--- config.mk ---
export PLATFORM = sky130hd
export DESIGN_NAME = uart_tx_arbiter
export DESIGN_NICKNAME = d
export VERILOG_FILES = /design/src/rtl/uart_tx_arbiter_pkg.sv /design/src/rtl/uart_tx_serializer.sv /design/src/rtl/uart_tx_arbiter.sv
export SDC_FILE = /design/constraint.sdc
export NUM_CORES = 1
export LEC_CHECK = 0
export ABC_AREA = 1
export BUFFER_PORTS_ARGS = -buffer_cell sky130_fd_sc_hd__buf_4
export CORE_MARGIN = 1.5
export CORE_UTILIZATION = 25
export DETAILED_ROUTE_END_ITERATION = 8
export PLACE_DENSITY_LB_ADDON = 0.05
export SKIP_CTS_REPAIR_TIMING = 1
export SYNTH_ARGS = -nofsm -noshare
export SYNTH_HDL_FRONTEND = slang
export SYNTH_SLANG_ARGS = --single-unit
--- constraint.sdc ---
create_clock -name clk_i -period 2.3 [get_ports clk_i]
set_input_delay 0.115 -clock clk_i [delete_from_list [all_inputs] [get_ports clk_i]]
set_output_delay 0.115 -clock clk_i [all_outputs]
set_load 0.05 [all_outputs]
--- src/rtl/uart_tx_arbiter_pkg.sv ---
// Shared frame constants and transmitter state type for the arbitrated UART transmitter.
package uart_tx_arbiter_pkg;

    localparam int FrameBits = 10;
    localparam int DataBits  = 8;

    typedef enum logic [1:0] {
        ST_IDLE  = 2'd0,
        ST_START = 2'd1,
        ST_DATA  = 2'd2,
        ST_STOP  = 2'd3
    } tx_state_e;

endpackage

--- src/rtl/uart_tx_serializer.sv ---
// UART frame engine: one start bit, eight data bits LSB first, one stop bit,
// each bit held for ClksPerBit cycles.
module uart_tx_serializer
    import uart_tx_arbiter_pkg::*;
#(
    parameter int ClksPerBit = 32
) (
    input  logic       clk_i,
    input  logic       rst_ni,
    input  logic       start,
    input  logic [7:0] data,
    output logic       done,
    output logic       tx,
    output logic       busy
);

    localparam int                CntW    = $clog2(ClksPerBit);
    localparam logic [CntW-1:0]   CntMax  = CntW'(ClksPerBit - 1);
    localparam logic [2:0]        LastBit = 3'(DataBits - 1);

    tx_state_e           state;
    logic [CntW-1:0]     baud_cnt;
    logic [2:0]          bit_idx;
    logic [DataBits-1:0] shreg;
    logic                bit_end;

    assign bit_end = (baud_cnt == CntMax);

    always_ff @(posedge clk_i or negedge rst_ni) begin
        if (!rst_ni) begin
            state    <= ST_IDLE;
            baud_cnt <= '0;
            bit_idx  <= '0;
            shreg    <= '0;
        end else begin
            case (state)
                ST_IDLE: begin
                    if (start) begin
                        shreg    <= data;
                        baud_cnt <= '0;
                        state    <= ST_START;
                    end
                end
                ST_START: begin
                    if (bit_end) begin
                        baud_cnt <= '0;
                        bit_idx  <= '0;
                        state    <= ST_DATA;
                    end else begin
                        baud_cnt <= baud_cnt + 1'b1;
                    end
                end
                ST_DATA: begin
                    if (bit_end) begin
                        baud_cnt <= '0;
                        shreg    <= shreg >> 1;
                        if (bit_idx == LastBit) begin
                            state <= ST_STOP;
                        end else begin
                            bit_idx <= bit_idx + 1'b1;
                        end
                    end else begin
                        baud_cnt <= baud_cnt + 1'b1;
                    end
                end
                ST_STOP: begin
                    if (bit_end) begin
                        baud_cnt <= '0;
                        state    <= ST_IDLE;
                    end else begin
                        baud_cnt <= baud_cnt + 1'b1;
                    end
                end
                default: state <= ST_IDLE;
            endcase
        end
    end

    // The line level follows the state directly so reset forces idle-high at once.
    always_comb begin
        tx = 1'b1;
        case (state)
            ST_START: tx = 1'b0;
            ST_DATA:  tx = shreg[0];
            default:  tx = 1'b1;
        endcase
    end

    assign busy = (state != ST_IDLE);
    assign done = (state == ST_STOP) && bit_end;

endmodule

--- src/rtl/uart_tx_arbiter.sv ---
// Round-robin arbiter with per-packet locking and idle timeout, feeding
// several byte streams into a single UART transmitter.
module uart_tx_arbiter
    import uart_tx_arbiter_pkg::*;
#(
    parameter int NumReq         = 2,
    parameter int ClockFrequency = 30_000_000,
    parameter int BaudRate       = 921_600,
    parameter int TimeoutCycles  = 1024
) (
    input  logic                  clk_i,
    input  logic                  rst_ni,
    input  logic [NumReq-1:0]     req_valid_i,
    input  logic [NumReq*8-1:0]   req_data_i,
    input  logic [NumReq-1:0]     req_last_i,
    output logic [NumReq-1:0]     req_ready_o,
    output logic [NumReq-1:0]     grant_o,
    output logic                  tx_o,
    output logic                  busy_o
);

    localparam int ClksPerBit = ClockFrequency / BaudRate;
    localparam int IdxW       = $clog2(NumReq);
    localparam int ToW        = (TimeoutCycles > 1) ? $clog2(TimeoutCycles) : 1;

    localparam logic [ToW-1:0]  ToLast = ToW'(TimeoutCycles - 1);
    localparam logic [IdxW-1:0] IdxMax = IdxW'(NumReq - 1);

    if (ClksPerBit < 4 || NumReq < 2 || NumReq > 8) begin : g_bad_params
        $error("uart_tx_arbiter: needs ClksPerBit >= 4 and 2 <= NumReq <= 8");
    end

    logic            locked;
    logic [IdxW-1:0] owner;
    logic [IdxW-1:0] rr_ptr;
    logic [IdxW-1:0] pick_idx;
    logic            pick_found;
    logic [7:0]      pick_data;
    logic            accept;
    logic            ser_busy;
    logic            ser_done;
    logic            owner_waiting;
    logic            timeout_hit;
    logic [ToW-1:0]  idle_cnt;
    int              cand;

    // A locked packet only ever considers its owner; otherwise scan from rr_ptr.
    always_comb begin
        pick_found = 1'b0;
        pick_idx   = owner;
        cand       = 0;
        if (locked) begin
            pick_found = req_valid_i[owner];
        end else begin
            for (int k = 0; k < NumReq; k++) begin
                cand = int'(rr_ptr) + k;
                if (cand >= NumReq) begin
                    cand = cand - NumReq;
                end
                if (!pick_found && req_valid_i[cand]) begin
                    pick_found = 1'b1;
                    pick_idx   = IdxW'(cand);
                end
            end
        end
    end

    assign pick_data     = req_data_i[int'(pick_idx)*8 +: 8];
    assign accept        = pick_found && !ser_busy;
    assign owner_waiting = locked && !ser_busy && !req_valid_i[owner];
    assign timeout_hit   = (TimeoutCycles != 0) && owner_waiting && (idle_cnt == ToLast);

    always_comb begin
        req_ready_o = '0;
        grant_o     = '0;
        for (int i = 0; i < NumReq; i++) begin
            req_ready_o[i] = accept && (pick_idx == IdxW'(i));
            grant_o[i]     = locked && (owner == IdxW'(i));
        end
    end

    // Idle counting restarts at every frame end, so the timeout is measured from IDLE entry.
    always_ff @(posedge clk_i or negedge rst_ni) begin
        if (!rst_ni) begin
            locked   <= 1'b0;
            owner    <= '0;
            rr_ptr   <= '0;
            idle_cnt <= '0;
        end else if (accept) begin
            locked   <= !req_last_i[pick_idx];
            owner    <= pick_idx;
            rr_ptr   <= (pick_idx == IdxMax) ? '0 : pick_idx + 1'b1;
            idle_cnt <= '0;
        end else if (timeout_hit) begin
            locked   <= 1'b0;
            idle_cnt <= '0;
        end else if (ser_done) begin
            idle_cnt <= '0;
        end else if (owner_waiting && (TimeoutCycles != 0)) begin
            idle_cnt <= idle_cnt + 1'b1;
        end
    end

    uart_tx_serializer #(
        .ClksPerBit (ClksPerBit)
    ) u_serializer (
        .clk_i  (clk_i),
        .rst_ni (rst_ni),
        .start  (accept),
        .data   (pick_data),
        .done   (ser_done),
        .tx     (tx_o),
        .busy   (ser_busy)
    );

    assign busy_o = ser_busy;

endmodule

==> flow_summary.ini <==
[grt]
met2_usage_pct = 18.8
met3_usage_pct = 2.67
antenna_found_initial = 0
grt_pass1_vias = 1734
gr-usage-all-layers_pct = 12.3
grt.busiest_layer = met2
gr-total-overflow = 0
grt_max_degree = 32
use_met1_pct = 17.4
grt_pass1_wl_um = 8340

[final_layout]
n_antenna_cell = 0
syn_to_final_growth_pct = 19.6
drive_above_1_share_pct = 18.2
layout_common_cells = nand2_1, dfrtp_1, nor2_1, buf_4, inv_1
fin_area_um2 = 2460
final_common_cell = nand2_1
nets = 339

[worst_setup_path]
crit_family = simple AND/OR/NAND/NOR gates
worstPathRequired_ps = 2180
crit_path_start_kind = flip-flop
endpoint_kind = primary output
crit_chain = nand2_1, nand2_2, nand2_2, nand2_2, inv_1, nor2_1, buf_4
worst-path-buf-inv = 2
cp.arrival_ps = 1850
worst_path_most_repeated_cell = nand2_2
max_stage_delay_ps = 450
crit_fanout = 12
path_class = reg2out
slowest_stage = dfrtp_1

[run_status]
status = finished, final reports clean

[clocking]
cts_buffers = 5
cts_tree = done
clk_latency_ps = 280
clk_pin_slew_ps = 70
cts_sinks = 31
clockBufferDepth = 2
clock-root-buffer = clkbuf_8
htreeDepth = 2

[sta]
tns_ps = 0
min_period_ps = 1960
timing.hold.ws_ps = 85.5
maxSlewViolCount = 0
finalHoldViolations = 0
worstMarginPinSlew_ps = 426
setup_violations = 0
rsz0062_at_grt = no
max_freq_ghz = 0.509
clock_skew_ps = 5.40
setup_ws_ps = 337
fin_crit_sh_pct = 85.3
relSlewSlack_pct = 71.6

[hold_path]
hold_path_class = in2reg

[power_and_ir_drop]
leakage_nw = 1.29
fin_total_pwr_w = 0.00281
p_per_area_nw_per_um2 = 1140
ir_drop_v = 0.000578

[die]
coreArea_um2 = 7850
floorplan.initialDensity_pct = 26.3
die_h_um = 93.8
dieArea_um2 = 8800
die_w_um = 93.8
io_pins = 28
placementRows = 32

[synthesis]
synthCells = 275
synth_seq_cells = 31
yosysSeqAreaShare_pct = 37.6
synth_nets = 308
synthDistinctLibCells = 33
synth_area_um2 = 2060
yosys_warnings = 0
syn_avg_cell_area_um2 = 7.49

[detailed_routing]
vias = 1703
post_drt_via_cell_ratio = 4.16
drc_errors = 0
wl_per_cell_um = 11.4
first_iter_violations = 77
drt_wl_total_um = 4680
first_pass_iters = 4
postRouteAntennaNets = 0

[placement]
io_buffers = 27
hpwlAfterDp_um = 3520
place.gp.congestion = 0.718
place_area_um2 = 2350
preCtsSetupSlack_ps = 564

[flow_run]
maxCapViolCount = 0
metrics by stage:
step | cells | utilization, %
final | 409 | 31.4
after global routing | 409 | 31.4
after CTS | 408 | 31.3
after detailed placement | 400 | 30.0
after global placement | 400 | 30.0
after floorplan | 275 | -
state kept, by name, indices dropped and copies added (netlist names):
signal                 count
u_serializer.state         2
owner                      1
rr_ptr                     1
idle_cnt                  10
locked                     1
u_serializer.baud_cnt      5
u_serializer.shreg         8
u_serializer.bit_idx       3
per-layer routing:
metal  wire length, µm  part of all wire [%]  vias up
met5                 0                     0        -
met4                36                  0.77        0
met3               123                   2.6        2
met2              2070                    44       13
met1              2450                    52      760
li1                  -                     -      928
layout make-up:
cell class,count,area (µm²)
Clock buffer,8,100
Fill cell,884,5380
Inverter,28,108
Multi-Input combinational cell,210,1120
Sequential cell,31,776
Tap cell,102,128
Timing Repair Buffer,30,228
synth_stat cells, drive strengths merged:
master / count / area [µm²]
and3: 1 / 6.26
nand4: 5 / 31.3
xor2: 4 / 35.0
a21o: 1 / 7.51
xnor2: 1 / 8.76
o21bai: 1 / 7.51
inv: 28 / 108
nand2: 105 / 465
nor2: 34 / 155
o21ai: 6 / 30.0
o21a: 1 / 7.51
dfrtp: 31 / 776
ha: 11 / 138
a22o: 2 / 17.5
a21oi: 8 / 40.0
o211ai: 2 / 15.0
clkbuf: 1 / 13.8
nand3b: 1 / 7.51
buf: 5 / 38.8
nand3: 27 / 153
where the power goes:
part / internal [W] / switching, W
Combinational: 0.000497 / 0.00101
Sequential: 0.000704 / 0.000114
Clock: 0.000273 / 0.000212
worst register-to-register path: cells and delay by family, from the launching register on:
family,cells,cell delay (ps)
AO/OA/AOI/OAI,1,230
adder cells (fa/ha/maj),2,360
AND/OR/NAND/NOR,6,640
buffers and inverters,1,50
flip-flops,1,390
worst paths after layout:
check | slack [ps] | startpoint | depth (start not counted) | end
setup / recovery | 340 | owner | 7 | req_ready_o[1]
min in group asynchronous | 310 | rst_ni | 2 | u_serializer.shreg[5]
max in group asynchronous | 1680 | rst_ni | 2 | u_serializer.bit_idx[2]
setup reg to reg | 580 | u_serializer.baud_cnt[0] | 10 | u_serializer.shreg[4]
hold / removal | 90 | req_last_i[0] | 4 | locked
hold reg to reg | 480 | u_serializer.shreg[5] | 2 | u_serializer.shreg[5]
cells by family (layout without fill, tap and decap cells):
family	count (synthesis)	in the layout	synth area share (%)
simple gates	173	173	39.7
buf+inv	34	66	7.77
flops	31	31	37.6
xor+xnor	5	5	2.12
compound gates	21	21	6.07
fa+ha+maj	11	11	6.68
No activity file was read; power rests on OpenSTA's default activity.
